File: src/rtl/seq_shifter_if.sv
// seq_shifter_if: request/response bundle for the iterative shift unit.
//   Request  : in_valid, in_ready, in_data, in_dir (0 = left, 1 = right), in_amt
//   Response : out_valid, out_ready, out_data
//   Optional : in_rot (rotate select), present only when SEQ_SHIFTER_ROTATE_EN is defined.
// Modports: master = requester / result consumer, slave = the shift unit.
interface seq_shifter_if #(
   parameter int WIDTH = 32,
   parameter int AMT_W = 5
);
   logic             in_valid;
   logic             in_ready;
   logic [WIDTH-1:0] in_data;
   logic             in_dir;
   logic [AMT_W-1:0] in_amt;
`ifdef SEQ_SHIFTER_ROTATE_EN
   logic             in_rot;
`endif
   logic             out_valid;
   logic             out_ready;
   logic [WIDTH-1:0] out_data;

`ifdef SEQ_SHIFTER_ROTATE_EN
   modport master (output in_valid, in_data, in_dir, in_amt, in_rot, out_ready,
                   input  in_ready, out_valid, out_data);
   modport slave  (input  in_valid, in_data, in_dir, in_amt, in_rot, out_ready,
                   output in_ready, out_valid, out_data);
`else
   modport master (output in_valid, in_data, in_dir, in_amt, out_ready,
                   input  in_ready, out_valid, out_data);
   modport slave  (input  in_valid, in_data, in_dir, in_amt, out_ready,
                   output in_ready, out_valid, out_data);
`endif
endinterface

File: src/rtl/seq_shifter.sv
// seq_shifter: multi-cycle shift unit, one bit position per clock.
// Accepts operand/direction/amount on the request side of bus, returns the
// shifted result on the response side. Logical zero-fill shift by default;
// defining SEQ_SHIFTER_ROTATE_EN adds bus.in_rot to select rotate instead.
// Ports:
//   clk  : clock, rising edge
//   rst  : synchronous active-high reset
//   bus  : seq_shifter_if.slave (request and response handshakes)
//   busy : high while in SHIFT or DONE
//
// state  | meaning
// -------+-------------------------------------------------------------
// S_IDLE | ready for a request (in_ready = 1)
// S_SHIFT| shifting one position per clock, counter counts down to 1
// S_DONE | result presented (out_valid = 1), waiting for out_ready
module seq_shifter #(
   parameter int WIDTH = 32,
   parameter int AMT_W = 5
) (
   input  logic              clk,
   input  logic              rst,
   seq_shifter_if.slave      bus,
   output logic              busy
);

   typedef enum logic [1:0] {S_IDLE, S_SHIFT, S_DONE} state_t;

   state_t           state_q;
   logic [WIDTH-1:0] data_q;
   logic [WIDTH-1:0] data_d;
   logic [WIDTH-1:0] out_data_q;
   logic [AMT_W-1:0] cnt_q;
   logic             dir_q;
   logic             in_ready_q;
   logic             out_valid_q;
   logic             busy_q;
   logic             fill_left;
   logic             fill_right;
`ifdef SEQ_SHIFTER_ROTATE_EN
   logic             rot_q;
`endif

   // One-position step in the latched direction; fill bit is zero unless rotating.
   always_comb begin
      fill_left  = 1'b0;
      fill_right = 1'b0;
`ifdef SEQ_SHIFTER_ROTATE_EN
      if (rot_q) begin
         fill_left  = data_q[WIDTH-1];
         fill_right = data_q[0];
      end
`endif
      data_d = dir_q ? {fill_right, data_q[WIDTH-1:1]}
                     : {data_q[WIDTH-2:0], fill_left};
   end

   always_ff @(posedge clk) begin
      if (rst) begin
         state_q     <= S_IDLE;
         data_q      <= '0;
         out_data_q  <= '0;
         cnt_q       <= '0;
         dir_q       <= 1'b0;
         in_ready_q  <= 1'b1;
         out_valid_q <= 1'b0;
         busy_q      <= 1'b0;
`ifdef SEQ_SHIFTER_ROTATE_EN
         rot_q       <= 1'b0;
`endif
      end else begin
         case (state_q)
            S_IDLE: begin
               if (bus.in_valid && in_ready_q) begin
                  data_q     <= bus.in_data;
                  dir_q      <= bus.in_dir;
                  cnt_q      <= bus.in_amt;
`ifdef SEQ_SHIFTER_ROTATE_EN
                  rot_q      <= bus.in_rot;
`endif
                  in_ready_q <= 1'b0;
                  busy_q     <= 1'b1;
                  if (bus.in_amt == '0) begin
                     state_q     <= S_DONE;
                     out_valid_q <= 1'b1;
                     out_data_q  <= bus.in_data;
                  end else begin
                     state_q <= S_SHIFT;
                  end
               end
            end
            S_SHIFT: begin
               data_q <= data_d;
               cnt_q  <= cnt_q - AMT_W'(1);
               if (cnt_q == AMT_W'(1)) begin
                  state_q     <= S_DONE;
                  out_valid_q <= 1'b1;
                  // Separate result register so out_data survives the next acceptance.
                  out_data_q  <= data_d;
               end
            end
            S_DONE: begin
               if (bus.out_ready) begin
                  state_q     <= S_IDLE;
                  out_valid_q <= 1'b0;
                  busy_q      <= 1'b0;
                  in_ready_q  <= 1'b1;
               end
            end
            default: begin
               state_q <= S_IDLE;
            end
         endcase
      end
   end

   assign bus.in_ready  = in_ready_q;
   assign bus.out_valid = out_valid_q;
   assign bus.out_data  = out_data_q;
   assign busy          = busy_q;

endmodule

File: src/flat_wrapper.sv
// flat-port wrapper written by rule: the top's interface ports become plain ports
module seq_shifter_flat 
#(
   parameter int WIDTH = 32,
   parameter int AMT_W = 5
)
  (clk, rst, busy, bus_in_valid, bus_in_data, bus_in_dir, bus_in_amt, bus_out_ready, bus_in_ready, bus_out_valid, bus_out_data);
  seq_shifter_if #(.WIDTH(WIDTH), .AMT_W(AMT_W)) bus_i ();
  input  logic clk;
  input  logic rst;
  output logic busy;
  input wire logic [$bits(bus_i.in_valid)-1:0] bus_in_valid;
  input wire logic [$bits(bus_i.in_data)-1:0] bus_in_data;
  input wire logic [$bits(bus_i.in_dir)-1:0] bus_in_dir;
  input wire logic [$bits(bus_i.in_amt)-1:0] bus_in_amt;
  input wire logic [$bits(bus_i.out_ready)-1:0] bus_out_ready;
  output wire logic [$bits(bus_i.in_ready)-1:0] bus_in_ready;
  output wire logic [$bits(bus_i.out_valid)-1:0] bus_out_valid;
  output wire logic [$bits(bus_i.out_data)-1:0] bus_out_data;
  assign bus_i.in_valid = bus_in_valid;
  assign bus_i.in_data = bus_in_data;
  assign bus_i.in_dir = bus_in_dir;
  assign bus_i.in_amt = bus_in_amt;
  assign bus_i.out_ready = bus_out_ready;
  assign bus_in_ready = bus_i.in_ready;
  assign bus_out_valid = bus_i.out_valid;
  assign bus_out_data = bus_i.out_data;
  seq_shifter #(.WIDTH(WIDTH), .AMT_W(AMT_W)) u_core (.clk(clk), .rst(rst), .bus(bus_i), .busy(busy));
endmodule
File: config.mk
export PLATFORM = sky130hd
export DESIGN_NAME = seq_shifter_flat
export DESIGN_NICKNAME = d
export VERILOG_FILES = /design/src/rtl/seq_shifter_if.sv /design/src/rtl/seq_shifter.sv /design/src/flat_wrapper.sv
export SDC_FILE = /design/constraint.sdc
export NUM_CORES = 1
export LEC_CHECK = 0
export BUFFER_PORTS_ARGS = -buffer_cell sky130_fd_sc_hd__buf_2
export CORE_MARGIN = 2
export CORE_UTILIZATION = 28
export CTS_BUF_LIST = sky130_fd_sc_hd__clkbuf_8
export DETAILED_ROUTE_END_ITERATION = 10
export HOLD_SLACK_MARGIN = 0.08
export PLACE_DENSITY = 0.44
export SLEW_MARGIN = 5
export SYNTH_ARGS = -nofsm -noshare
export SYNTH_HDL_FRONTEND = slang
export SYNTH_SLANG_ARGS = --single-unit
File: constraint.sdc
create_clock -name clk -period 1.95 [get_ports clk]
set_input_delay 0.0975 -clock clk [delete_from_list [all_inputs] [get_ports clk]]
set_output_delay 0.0975 -clock clk [all_outputs]
set_load 0.005 [all_outputs]
; ---- Word level (Yosys, flattened, before mapping)
; Index checks and enable logic that the tools add are counted.
; Widths: inputs -> output; s select.
[op_classes]
eq_ne = 7
n_mux = 24
addsub = 1
n_reduce_logical = 12
[ops]
columns = op, n
row1 = $mux 32, 5
row2 = $pmux 32 s2, 2
row3 = $pmux 5 s2, 1
row4 = $mux 2, 4
row5 = $mux 1, 7
row6 = $ne 2x1->1 const B, 3
row7 = $pmux 2 s3, 1
row8 = $reduce_and 3->1, 2
row9 = $eq 5x1->1 const B, 1
row10 = $logic_not 5->1, 1
row11 = $mux 5, 1
row12 = $reduce_and 5->1, 1
row13 = $sub 5x1->5 const B, 1
row14 = $pmux 1 s2, 2
row15 = $reduce_and 2->1, 2
row16 = $reduce_and 4->1, 1
row17 = $reduce_bool 2->1, 2
row18 = $pmux 1 s3, 1
row19 = $reduce_bool 3->1, 1
row20 = $eq 2x1->1 const B, 1
row21 = $eq 2x2->1 const B, 1
row22 = $logic_not 2->1, 1
row23 = $ne 2x2->1 const B, 1
row24 = $logic_and 1x1->1, 1
[totals]
ff_bits = 75
input_bits = 42

; ---- Longest topological paths before layout
; Gate-level depths: netlist (run 1).
[depth]
depth_word = 4
mapped_depth = 7
mapped_depth_nobuf = 6

; ---- Worst setup path after synthesis (run 1)
; OpenSTA, ideal clock, no wires.
[synth_path]
path_kind = register to register
from = register u_core.cnt_q[0]
to = register u_core.out_data_q[15] (netlist: u_core.bus.out_data[15])
t_required_ns = 1.881
path_slack_ns = 0.280
synth_period_minus_slack_ns = 1.670
n_path_buf = 1
stages_incl_launch_ff = 7
arrival_ns = 1.601
path_cell_list = dfxtp_1 -> ha_1 -> nor4b_4 -> a22oi_1 -> dlymetal6s2s_1 -> or4b_1 -> o21ai_1
[synth_via]
elab_chain_len = 3
[synth_lines]
columns = element, line
row1 = start: declaration, seq_shifter.sv:32  ; logic [AMT_W-1:0] cnt_q;
row2 = start signal: assignment, seq_shifter.sv:76  ; cnt_q <= bus.in_amt;
row3 = start signal: assignment, seq_shifter.sv:93  ; cnt_q <= cnt_q - AMT_W'(1);
row4 = $eq 5x1->1, seq_shifter.sv:94  ; if (cnt_q == AMT_W'(1)) begin
row5 = $ne 2x1->1 (no source line), --
row6 = $reduce_and 4->1 (no source line), --
row7 = end signal: assignment, seq_shifter.sv:85  ; out_data_q <= bus.in_data;
row8 = end signal: assignment, seq_shifter.sv:98  ; out_data_q <= data_d;
row9 = end: declaration, seq_shifter.sv:31  ; logic [WIDTH-1:0] out_data_q;
; No other way between the ends.
; A chain may end at the register's enable or synchronous reset.

; ---- Worst setup path in the final report (run 1)
[layout_path]
from = register u_core.cnt_q[0]
to = register u_core.out_data_q[14] (netlist: u_core.bus.out_data[14])
; The elaborated chain is that of the path after synthesis.

==> reports/summary.md, run 1 <==
The flow ran to the end, and the final reports show no timing, DRC or antenna violations. The worst setup path is launched from a flip-flop. The die covers 14770 µm². By area the synthesized netlist is led by dfxtp_1 39%, mux2_2 9.3%, mux2_1 8.2%, or4b_1 7.8%, nand2_1 6.3%.

TritonCTS built the clock tree. By area, the combinational part of the netlist is dominated by simple AND/OR/NAND/NOR gates. For this run, design rule violations remaining after detail routing come to 0. In this run the worst path has a maximum fanout of 19. IR analysis of the VDD net gives a maximum drop of 327.7 µV. The congestion estimate from routability-driven global placement came to 0.8097. In this run the power spent charging and discharging nets is 1.090 mW.

The shortest clock period the worst path allows after layout was 1779 ps; the number of standard cells after synthesis was 427. After clock tree synthesis, the clock-pin slew on the worst setup and hold paths is 80 ps. The number of library cell types mapped by synthesis came out at 40. A synthesized cell averages 9.060 µm². For the worst-skew pair, the clock arrives at the later sink with an insertion delay of 350 ps.

The met2 usage in global routing is 22.26%. Flip-flop and latch count after synthesis: 75. The maximum number of pins on one net before global-route repair is 66, and the number of hold-slack violations in the final timing report is 0. Measured against the total synthesized area, the mux share comes to 17.72%. The effective utilization at floorplan was 28.98%; the power per cell area was 812.5 nW/µm². During placement, the flow inserted port buffers numbering 76. The share of power burned in registers was 45.8%; the required time of the critical path was 2230 ps. Counting the fill cells in the layout gives 1410.

In this run the static leakage power is 1.890 nW. The first global-routing pass estimated 16300 µm of wire. Across the whole layout, storage elements account for 1501 µm². The tools report the fraction of met3 tracks used by global routing as 3.605%.

The run gives 8.053 ps as the final setup skew. met2 is the most crowded layer. The run gives 562.2 MHz as the maximum operating frequency. The number of antenna violations at the first check in global routing came out at 0. The run gives 33.3% as the part of the total power dissipated in the clock network. The net count reported at finish is 536, and the share of synthesized area occupied by flip-flops and latches is 38.81%.

The final cycle utilization of the critical path works out to 91.22%. The region available for standard cell placement spans 13350 µm². The worst hold path belongs to the class in2reg. 0 antenna diodes ended up in the layout. The xor/xnor share of the synthesized area was 0.4528%. Yosys printed 0 warnings.

The power after layout was 3.805 mW; the maximum clock path buffer count was 2. Across the run, the number of max-cap violations was 0. STA classifies the critical path endpoint as a flip-flop. The clock sink count came out at 75. The area share of the leading cell type in the synthesized netlist came out at 38.81%. The run gives 0 ps as the aggregate negative setup slack. During I/O placement, the number of pins put on the boundary was 77. The simple-gate share of the synthesized area was 23.84%. Summed over all layers, the routed wires come to 10010 µm. For the pin with the worst max-slew slack, the measured transition is 361.8 ps. The share of post-route cells with drive strength above 1 came out at 28.97%. By startpoint and endpoint, the worst setup path is classified as reg2reg. Number of pins with negative max-slew slack in the final report: 0. On the final layout, the worst hold slack is 127.1 ps. In this run, the combinational gates consume 20.9% of the power. In the final layout, the multi-input gates occupy 2185 µm².

Internal power comes to 2.715 mW. For the worst setup path, the data arrival time is 2060 ps. CTS built an H-tree with a depth of 3. The worst pin sits at a relative slew slack of 75.26%. Master cell of the clock root buffer: clkbuf_8. For the post-CTS setup buffer count, the log shows 0. In the final routed layout, each cell accounts on average for 14.87 µm. Summing every instance area after synthesis gives 3869 µm². The tools report the number of global-route vias before repair as 3185. The post-synthesis compound-gate area fraction is 13.13%, and the routing usage on met1 is 18.51%. The floorplan has 42 rows. The cell taking the most area after synthesis was dfxtp_1. Summed over all layers, the global routing overflow is 0.

The number of buffers inserted during clock tree synthesis came out at 9. Setup repair after global routing left no endpoint under its margin. The number of nets produced by synthesis came out at 471.

The die is 121.5 µm tall. The instance count after placement with tap cells included was 656; the fraction of power spent switching nets was 28.64%. The global-route usage over all layers came out at 14.05%. The horizontal die dimension works out to 121.5 µm. The area growth from synthesis to layout was 21.05%. Across all layers, the routed design uses 3146 vias. The share of synthesized cell area in full adder, half adder and majority cells is 0.6468%, and the non-filler instance count after layout is 673. The HPWL after detailed placement is 6680 µm. For the remaining number of nets flagged by the antenna check after routing, the log shows 0. The final-report setup violation count was 0; the count of routing violations after the opening detailed-route iteration was 179. The number of vias per cell after detailed routing was 4.675.

Number of search-and-repair iterations in the first detailed-routing pass: 4.
==> synthesized netlist by cell type <==
| library cell | count |
|---|---|
| dfxtp_1 | 75 |
| nand2_1 | 65 |
| a21oi_1 | 42 |
| nand2b_1 | 33 |
| mux2_2 | 32 |
| or4b_1 | 30 |
| o21ai_1 | 29 |
| mux2_1 | 28 |
| clkbuf_1 | 27 |
| buf_2 | 7 |
| nor2_1 | 7 |
| a211oi_1 | 6 |
| inv_1 | 5 |
| o21ai_0 | 4 |
| buf_6 | 3 |
| nor3_1 | 3 |
| ha_1 | 2 |
| nor2b_1 | 2 |
| nor3b_1 | 2 |
| nor4bb_1 | 2 |
| o221ai_1 | 2 |
| or3_1 | 2 |
| xor2_1 | 2 |
| a2111oi_0 | 1 |
| a21boi_0 | 1 |
| a21o_1 | 1 |
| a22oi_1 | 1 |
| and2b_1 | 1 |
| and4b_1 | 1 |
| buf_4 | 1 |
| dlymetal6s2s_1 | 1 |
| mux2i_1 | 1 |
| nand3b_1 | 1 |
| nor4_4 | 1 |
| nor4b_4 | 1 |
| o211ai_1 | 1 |
| o21a_1 | 1 |
| o21ba_2 | 1 |
| o21bai_1 | 1 |
| o22ai_1 | 1 |
==> layout by cell type, fill, tap and decap left out, drive strengths merged, types with 6 or more instances in the layout <==
| master | Yosys | final |
|---|---|---|
| o21ai | 33 | 33 |
| nor2 | 7 | 7 |
| buf | 11 | 92 |
| mux2 | 60 | 60 |
| a211oi | 6 | 6 |
| nand2b | 33 | 33 |
| inv | 5 | 8 |
| clkbuf | 27 | 12 |
| a21oi | 42 | 42 |
| dfxtp | 75 | 75 |
| or4b | 30 | 30 |
| nand2 | 65 | 65 |
==> registers in the layout, indices dropped and copies added (netlist names) <==
name and cells:
u_core.dir_q 1, u_core.bus.out_valid 1, u_core.bus.in_ready 1, u_core.data_q 32
u_core.state_q 2, u_core.cnt_q 5, u_core.busy 1, u_core.bus.out_data 32
==> critical path: stages (launching register included) <==
cell and delay (ps):
dfxtp_1 420, ha_1 170, nor4b_4 220, a22oi_2 100, buf_4 210, or4b_1 490, o21ai_1 90
==> final timing paths <==
| kind | start | endpoint | slack, ps | cells after the start |
|---|---|---|---|---|
| worst min register to register | u_core.bus.out_data[24] | u_core.bus.out_data[24] | 460 | 2 |
| worst min-delay path | bus_in_data[31] | u_core.data_q[31] | 130 | 3 |
| worst max-delay path | u_core.cnt_q[0] | u_core.bus.out_data[14] | 170 | 6 |
| worst max register to register | u_core.cnt_q[0] | u_core.bus.out_data[14] | 170 | 6 |
==> repair_timing <==
action / in CTS / in global routing
endpoints found under the hold margin: 1 / 0
endpoints found under the setup margin: 0 / 13
hold buffers: 1 / 0
gates resized for setup: 0 / 1
==> metal layers <==
layer / wire length, µm / part of all wire [%]
met3: 460 / 4.6
met2: 4474 / 45
met4: 146 / 1.5
met5: 0 / 0
met1: 4925 / 49
==> kinds of logic after synthesis <==
group	Yosys count
AO/OA/AOI/OAI	92
XOR/XNOR	2
adder cells (fa/ha/maj)	2
buffers and inverters	44
flip-flops	75
multiplexers	61
AND/OR/NAND/NOR	151
==> final cells by class <==
class	count	share of cell area (%)
sequential	75	32.06
clock inverter	4	0.8816
inverter	5	0.4007
clock buffer	12	3.527
timing repair buffer	93	11.78
tap	176	4.702
multi-input combinational	308	46.65
==> power by group through the flow <==
stage / clock network [mW] / logic [mW] / registers (mW)
floorplan: 0 / 0.566 / 1.75
finish: 1.27 / 0.796 / 1.74
detailed placement: 0 / 0.797 / 1.78
CTS: 1.32 / 0.804 / 1.74
global placement: 0 / 0.799 / 1.77
global route: 1.38 / 0.893 / 1.76
==> metrics by stage <==
stage | instance area [µm²] | worst slack (ps) | util [%]
final | 4683 | 171.1 | 35.09
after floorplan | 3869 | 279.6 | -
after global routing | 4683 | 11.39 | 35.09
after global placement | 4463 | 250.1 | 33.44
after detailed placement | 4463 | 192.5 | 33.44
after CTS | 4679 | 178.5 | 35.06
Power figures use the tool's default switching activity.
==> inputs of run 2 (changes only) <==
- BUFFER_PORTS_ARGS: -buffer_cell sky130_fd_sc_hd__buf_2 -> -buffer_cell sky130_fd_sc_hd__clkbuf_2
- HOLD_SLACK_MARGIN: 0.08 -> 0.15
==> run 2 against run 1 <==
Compared with the run above: sequential power is essentially flat; die area unchanged; routed wire length is 3.4% higher; global-route usage increased by 0.36 points; combinational power increased by 8.0%; sequential share of layout area down 1.4 points; critical path type is now in2reg; critical endpoint is now u_core.bus.out_data[18]; largest cell class unchanged; largest power group unchanged.
==> reports/summary.md, run 2 (synthesis results as in run 1) <==
The largest voltage drop on the vdd net is 245.8 µV (was 327.7 µV), and the setup slack of the critical path after layout is 119.0 ps (was 171.1 ps). The tools report the master cell of the clock root buffer as clkbuf_8 (unchanged). The category of the critical setup timing path was in2reg (was reg2reg).

The tools report the maximum clock path buffer count as 2 (unchanged). The run gives 75 (unchanged) as the clock sink count. The remaining number of nets flagged by the antenna check after routing is 0 (unchanged), and the number of pins with negative max-slew slack in the final report is 0 (unchanged). The routability congestion estimate from global placement was 0.7623 (was 0.8097). The aggregate negative setup slack is 0 ps (unchanged).

The antenna diode instance count is 0 (unchanged). The die span in y works out to 121.5 µm (unchanged). The run gives 3312 (was 3146) as the vias after detailed routing. The global-route usage over all layers is 14.41% (was 14.05%), and the part of the total power dissipated in the clock network is 28.7% (was 33.3%). The required time of the critical path is 2230 ps (about the same), and the area growth from synthesis to layout is 26.84% (was 21.05%).

The number of hold-slack violations in the final timing report was 0 (unchanged). The final cycle utilization of the critical path is 93.90% (was 91.22%), and the horizontal die dimension is 121.5 µm (unchanged). The worst-case setup slack after placement was 74.29 ps (was 192.5 ps).

The logs give 360 ps (was 350 ps) for the latest clock arrival within the worst-skew pair and 3 (unchanged) for the deepest level of the CTS H-tree. The tools report the sum of overflow across all layers after global routing as 0 (unchanged). TritonCTS built the clock tree.

Most frequent standard cell in the layout excluding fill and tap cells: clkbuf_2 (was buf_2). The half-perimeter wire length after detailed placement is 6611 µm (was 6680 µm), and the number of global-route vias before repair is 3227 (was 3185). The part of the total power dissipated in combinational logic is 23.6% (was 20.9%), and the final setup skew is 11.26 ps (was 8.053 ps). The net switching power was 1.095 mW (was 1.090 mW); the post-CTS setup buffer count was 0 (unchanged).

The power after layout came out at 3.645 mW (was 3.805 mW). The number of buffer cells added on primary ports came out at 76 (unchanged). Share of post-route cells with drive strength above 1: 27.78% (was 28.97%). The tools report the count of routing violations after the opening detailed-route iteration as 159 (was 179).

The type of element capturing the critical path was a flip-flop (unchanged). Most frequent cells in the layout: 76 x clkbuf_2, 74 x dfxtp_1, 65 x nand2_1 (was 76 x buf_2, 75 x dfxtp_1, 65 x nand2_1). The count of standard-cell rows was 42 (unchanged); the routed wire length was 10350 µm (was 10010 µm). The run gives 36.76% (was 35.09%) as the fraction of the core area covered by cells at the end of the flow. Setup repair after global routing left no endpoint under its margin. Final routed wire length divided by cell count: 14.82 µm (was 14.87 µm).

For the number of antenna violations at the first check in global routing, the log shows 0 (unchanged). The maximum number of pins on one net before global-route repair is 71 (was 66). The power per cell area is 742.7 nW/µm² (was 812.5 nW/µm²), and the internal power contribution is 2.550 mW (was 2.715 mW).

The fraction of power spent switching nets works out to 30.04% (was 28.64%). For the first-pass GRT wire length, the log shows 16640 µm (was 16300 µm). For the number of buffers inserted during clock tree synthesis, the log shows 9 (unchanged). The placeable core area was 13350 µm² (unchanged).

The number of search-and-repair iterations in the first detailed-routing pass is 4 (unchanged). Slew of the pin with the lowest slew margin: 307.3 ps (was 361.8 ps). The critical path data arrival time is 2120 ps (was 2060 ps), and the shortest clock period the worst path allows after layout is 1831 ps (was 1779 ps). Worst min-delay path category: in2reg (unchanged).

The run gives 0 (unchanged) as the final-report setup violation count. The leakage power summed over all cells was 1.961 nW (was 1.890 nW). The count of pins on the block boundary was 77 (unchanged). Net count reported at finish: 562 (was 536).

The maximum fanout encountered on the critical timing path works out to 16 (was 19). The effective utilization at floorplan is 28.98% (unchanged), and the maximum operating frequency is 546.1 MHz (was 562.2 MHz). The run finished with clean final reports. The tightest hold margin is 163.8 ps (was 127.1 ps), and the number of vias per cell after detailed routing is 4.745 (was 4.675). The headroom to the max-slew limit is 78.98% (was 75.26%), and the share of power burned in registers is 47.7% (was 45.8%). The post-CTS clock slew at the launch and capture registers of the worst setup and hold paths came out at 80 ps (about the same).

The run gives 0 (unchanged) as the max capacitance violation total. The area enclosed by the die boundary came out at 14770 µm² (unchanged). The sort of element at the start of the critical path is an input pin (was a flip-flop). The tools report the post-route DRC violation count as 0 (unchanged).
==> run 2: path summary, 6_finish.rpt <==
| path | from | to | slack (ps) | cells after the start |
|---|---|---|---|---|
| hold reg to reg | u_core.bus.out_data[24] | u_core.bus.out_data[24] | 460 | 2 |
| hold / removal | bus_in_data[22] | u_core.data_q[22] | 160 | 4 |
| setup reg to reg | u_core.cnt_q[1] | u_core.bus.out_data[18] | 140 | 7 |
| setup / recovery | bus_in_amt[0] | u_core.bus.out_data[18] | 120 | 7 |
==> run 2: critical path: stages <==
cell and delay [ps]:
dlygate4sd3_1 530, clkbuf_2 140, nor4_4 360, a22oi_2 200, buf_4 230, or4b_1 470, o21ai_0 80
==> run 2: final cells by class <==
class	count	area, µm²
flip-flops and latches	75	1503
inverters	5	18.77
repair buffers	119	833.3
clock inverters	5	22.52
clock buffers	10	137.6
well taps	176	220.2
fillers	1435	8441
multi-input cells	308	2172
==> run 2: power by group through the flow <==
stage	clock [mW]	combinational, mW	sequential, mW
floorplan	0	0.566	1.75
global placement	0	0.821	1.77
detailed placement	0	0.819	1.77
CTS	1.10	0.865	1.74
global route	1.16	0.947	1.75
finish	1.05	0.860	1.74
==> run 2: metrics by stage <==
stage               area [µm²]  instances
finish                    4907        698
global route              4907        698
CTS                       4901        698
detailed placement        4471        656
global placement          4471        656
floorplan                 3869        427
==> run 2: routing by layer <==
| metal | vias to the layer above | global-route usage [%] | part of all wire [%] | wire length [µm] |
|---|---|---|---|---|
| li1 | 1693 | - | - | - |
| met1 | 1505 | 19.60 | 51 | 5243 |
| met2 | 91 | 22.30 | 43 | 4442 |
| met3 | 23 | 2.434 | 4.1 | 428 |
| met4 | 0 | 6.753 | 2.2 | 231 |
| met5 | - | 0 | 0 | 0 |
==> run 2: what timing repair did <==
item                       4_1_cts  5_1_grt
gates resized for setup          0        2
hold endpoints to repair        27        0
setup endpoints to repair        0       30
hold buffers                    27        0
==> inputs of run 3 (changes only) <==
- MAX_ROUTING_LAYER: unset -> met4
==> run 3 against run 2 <==
Compared with the run above: global-route usage increased by 0.41 points; fmax increased by 0.25%; combinational power about the same; non-clock buffer count unchanged; largest cell class unchanged.
==> reports/summary.md, run 3 (synthesis results as in run 1) <==
The run finished with clean final reports. The category of the critical setup timing path is in2reg (unchanged). The horizontal die dimension works out to 121.5 µm (unchanged). For the net count reported at finish, the log shows 562 (unchanged). The power per cell area is 743.2 nW/µm² (was 742.7 nW/µm²). The run gives 1.961 nW (unchanged) as the leakage power summed over all cells. The area growth from synthesis to layout is 26.84% (unchanged), and the maximum operating frequency is 547.5 MHz (was 546.1 MHz). The maximum fanout encountered on the critical timing path is 16 (unchanged), and the final routed wire length divided by cell count is 14.77 µm (was 14.82 µm). The run gives 0 ps (unchanged) as the aggregate negative setup slack. The post-CTS clock slew at the launch and capture registers of the worst setup and hold paths works out to 80 ps (about the same).

The number of search-and-repair iterations in the first detailed-routing pass is 5 (was 4), and the die span in y is 121.5 µm (unchanged). For the setup slack of the critical path after layout, the log shows 123.6 ps (was 119.0 ps). The antenna diode instance count is 0 (unchanged), and the largest voltage drop on the vdd net is 251.3 µV (was 245.8 µV).

TritonCTS built the clock tree. The slew of the pin with the lowest slew margin is 307.3 ps (unchanged). The tools report the sort of element at the start of the critical path as an input pin (unchanged). The tools report the first-pass GRT wire length as 16610 µm (was 16640 µm).

The count of routing violations after the opening detailed-route iteration was 163 (was 159). The max capacitance violation total was 0 (unchanged); the number of buffer cells added on primary ports was 76 (unchanged). The part of the total power dissipated in combinational logic came out at 23.6% (about the same). The half-perimeter wire length after detailed placement was 6611 µm (unchanged); the global-route usage over all layers was 14.82% (was 14.41%).

The final setup skew came out at 9.380 ps (was 11.26 ps). Most frequent cells in the layout: 76 x clkbuf_2, 74 x dfxtp_1, 65 x nand2_1 (unchanged). Worst min-delay path category: in2reg (unchanged).

The run gives 3 (unchanged) as the deepest level of the CTS H-tree. Count of pins on the block boundary: 77 (unchanged). The tools report the clock sink count as 75 (unchanged). Master cell of the clock root buffer: clkbuf_8 (unchanged). Effective utilization at floorplan: 28.98% (unchanged). The shortest clock period the worst path allows after layout is 1826 ps (was 1831 ps). The tools report the number of hold-slack violations in the final timing report as 0 (unchanged). The area enclosed by the die boundary is 14770 µm² (unchanged).

The run gives 3323 (was 3312) as the vias after detailed routing. The most frequent standard cell in the layout excluding fill and tap cells was clkbuf_2 (unchanged). The routability congestion estimate from global placement came out at 0.7724 (was 0.7623). The number of vias per cell after detailed routing works out to 4.761 (was 4.745).

Internal power contribution: 2.550 mW (about the same). The sum of overflow across all layers after global routing is 0 (unchanged), and the maximum number of pins on one net before global-route repair is 71 (unchanged). The logs give 3229 (was 3227) for the number of global-route vias before repair and 360 ps (about the same) for the latest clock arrival within the worst-skew pair.

The post-route DRC violation count was 0 (unchanged); the number of pins with negative max-slew slack in the final report was 0 (unchanged). Setup repair after global routing left no endpoint under its margin. The tools report the net switching power as 1.097 mW (was 1.095 mW).

The fraction of power spent switching nets came out at 30.08% (was 30.04%). The tools report the required time of the critical path as 2240 ps (was 2230 ps). The post-CTS setup buffer count is 0 (unchanged), and the number of antenna violations at the first check in global routing is 0 (unchanged). The part of the total power dissipated in the clock network was 28.8% (was 28.7%); the final cycle utilization of the critical path was 93.66% (was 93.90%). The run gives 13350 µm² (unchanged) as the placeable core area. The logs give 42 (unchanged) for the count of standard-cell rows and 0 (unchanged) for the final-report setup violation count. The power after layout was 3.647 mW (was 3.645 mW).

The logs give 10310 µm (was 10350 µm) for the routed wire length and 47.6% (was 47.7%) for the share of power burned in registers. For the worst-case setup slack after placement, the log shows 74.29 ps (unchanged). The tools report the number of buffers inserted during clock tree synthesis as 9 (unchanged).

Share of post-route cells with drive strength above 1: 27.78% (unchanged). The tools report the type of element capturing the critical path as a flip-flop (unchanged). The tools report the maximum clock path buffer count as 2 (unchanged).

The logs give 0 (unchanged) for the remaining number of nets flagged by the antenna check after routing and 150 ps (was 140 ps) for the minimum setup slack among reg-to-reg paths. The logs give 36.76% (unchanged) for the fraction of the core area covered by cells at the end of the flow and 78.98% (unchanged) for the headroom to the max-slew limit. Critical path data arrival time: 2110 ps (was 2120 ps).
## run 3: cell counts in the layout (fill, tap and decap cells not counted)
Identical to the previous run, type by type.
## run 3: routing by layer
metal | up-vias | part of all wire (%) | GRT usage, %
met1 | 1519 | 50 | 19.57
met2 | 90 | 43 | 22.33
met5 | - | 0 | -
met4 | 0 | 2.2 | 6.322
met3 | 22 | 4.2 | 2.669
li1 | 1692 | - | -
## run 3: worst max-delay path, stage by stage
cell           delay [ps]
dlygate4sd3_1         530
clkbuf_2              140
nor4_4                360
a22oi_2               200
buf_4                 230
or4b_1                470
o21ai_0                80
## run 3: path summary, 6_finish.rpt
check / start / endpoint / depth (start not counted)
max: bus_in_amt[0] / u_core.bus.out_data[18] / 7
min: bus_in_data[15] / u_core.data_q[15] / 4
max reg2reg: u_core.cnt_q[1] / u_core.bus.out_data[18] / 7
min reg2reg: u_core.bus.out_data[24] / u_core.bus.out_data[24] / 2
## run 3: what timing repair did
item | 4_1_cts | 5_1_grt
endpoints found under the hold margin | 27 | 0
hold buffers | 27 | 0
setup endpoints to repair | 0 | 30
resized for setup | 0 | 2
## run 3: metrics by stage
step,cells,hold WS [ps],cell area (µm²)
CTS,698,150.9,4901
global route,698,171.9,4907
floorplan,427,244.7,3869
detailed placement,656,353.4,4471
finish,698,162.2,4907
global placement,656,344.5,4471
## run 3: area by class of cell
type / count / area (µm²)
fillers: 1435 / 8441
clock inverters: 5 / 22.52
clock buffers: 10 / 137.6
inverters: 5 / 18.77
repair buffers: 119 / 833.3
flip-flops and latches: 75 / 1503
multi-input cells: 308 / 2172
well taps: 176 / 220.2
## run 3: power groups by stage
stage / clock [mW] / combinational (mW) / sequential, mW
floorplan: 0 / 0.566 / 1.75
global placement: 0 / 0.821 / 1.77
detailed placement: 0 / 0.819 / 1.77
CTS: 1.10 / 0.865 / 1.74
global route: 1.17 / 0.947 / 1.75
finish: 1.05 / 0.859 / 1.74
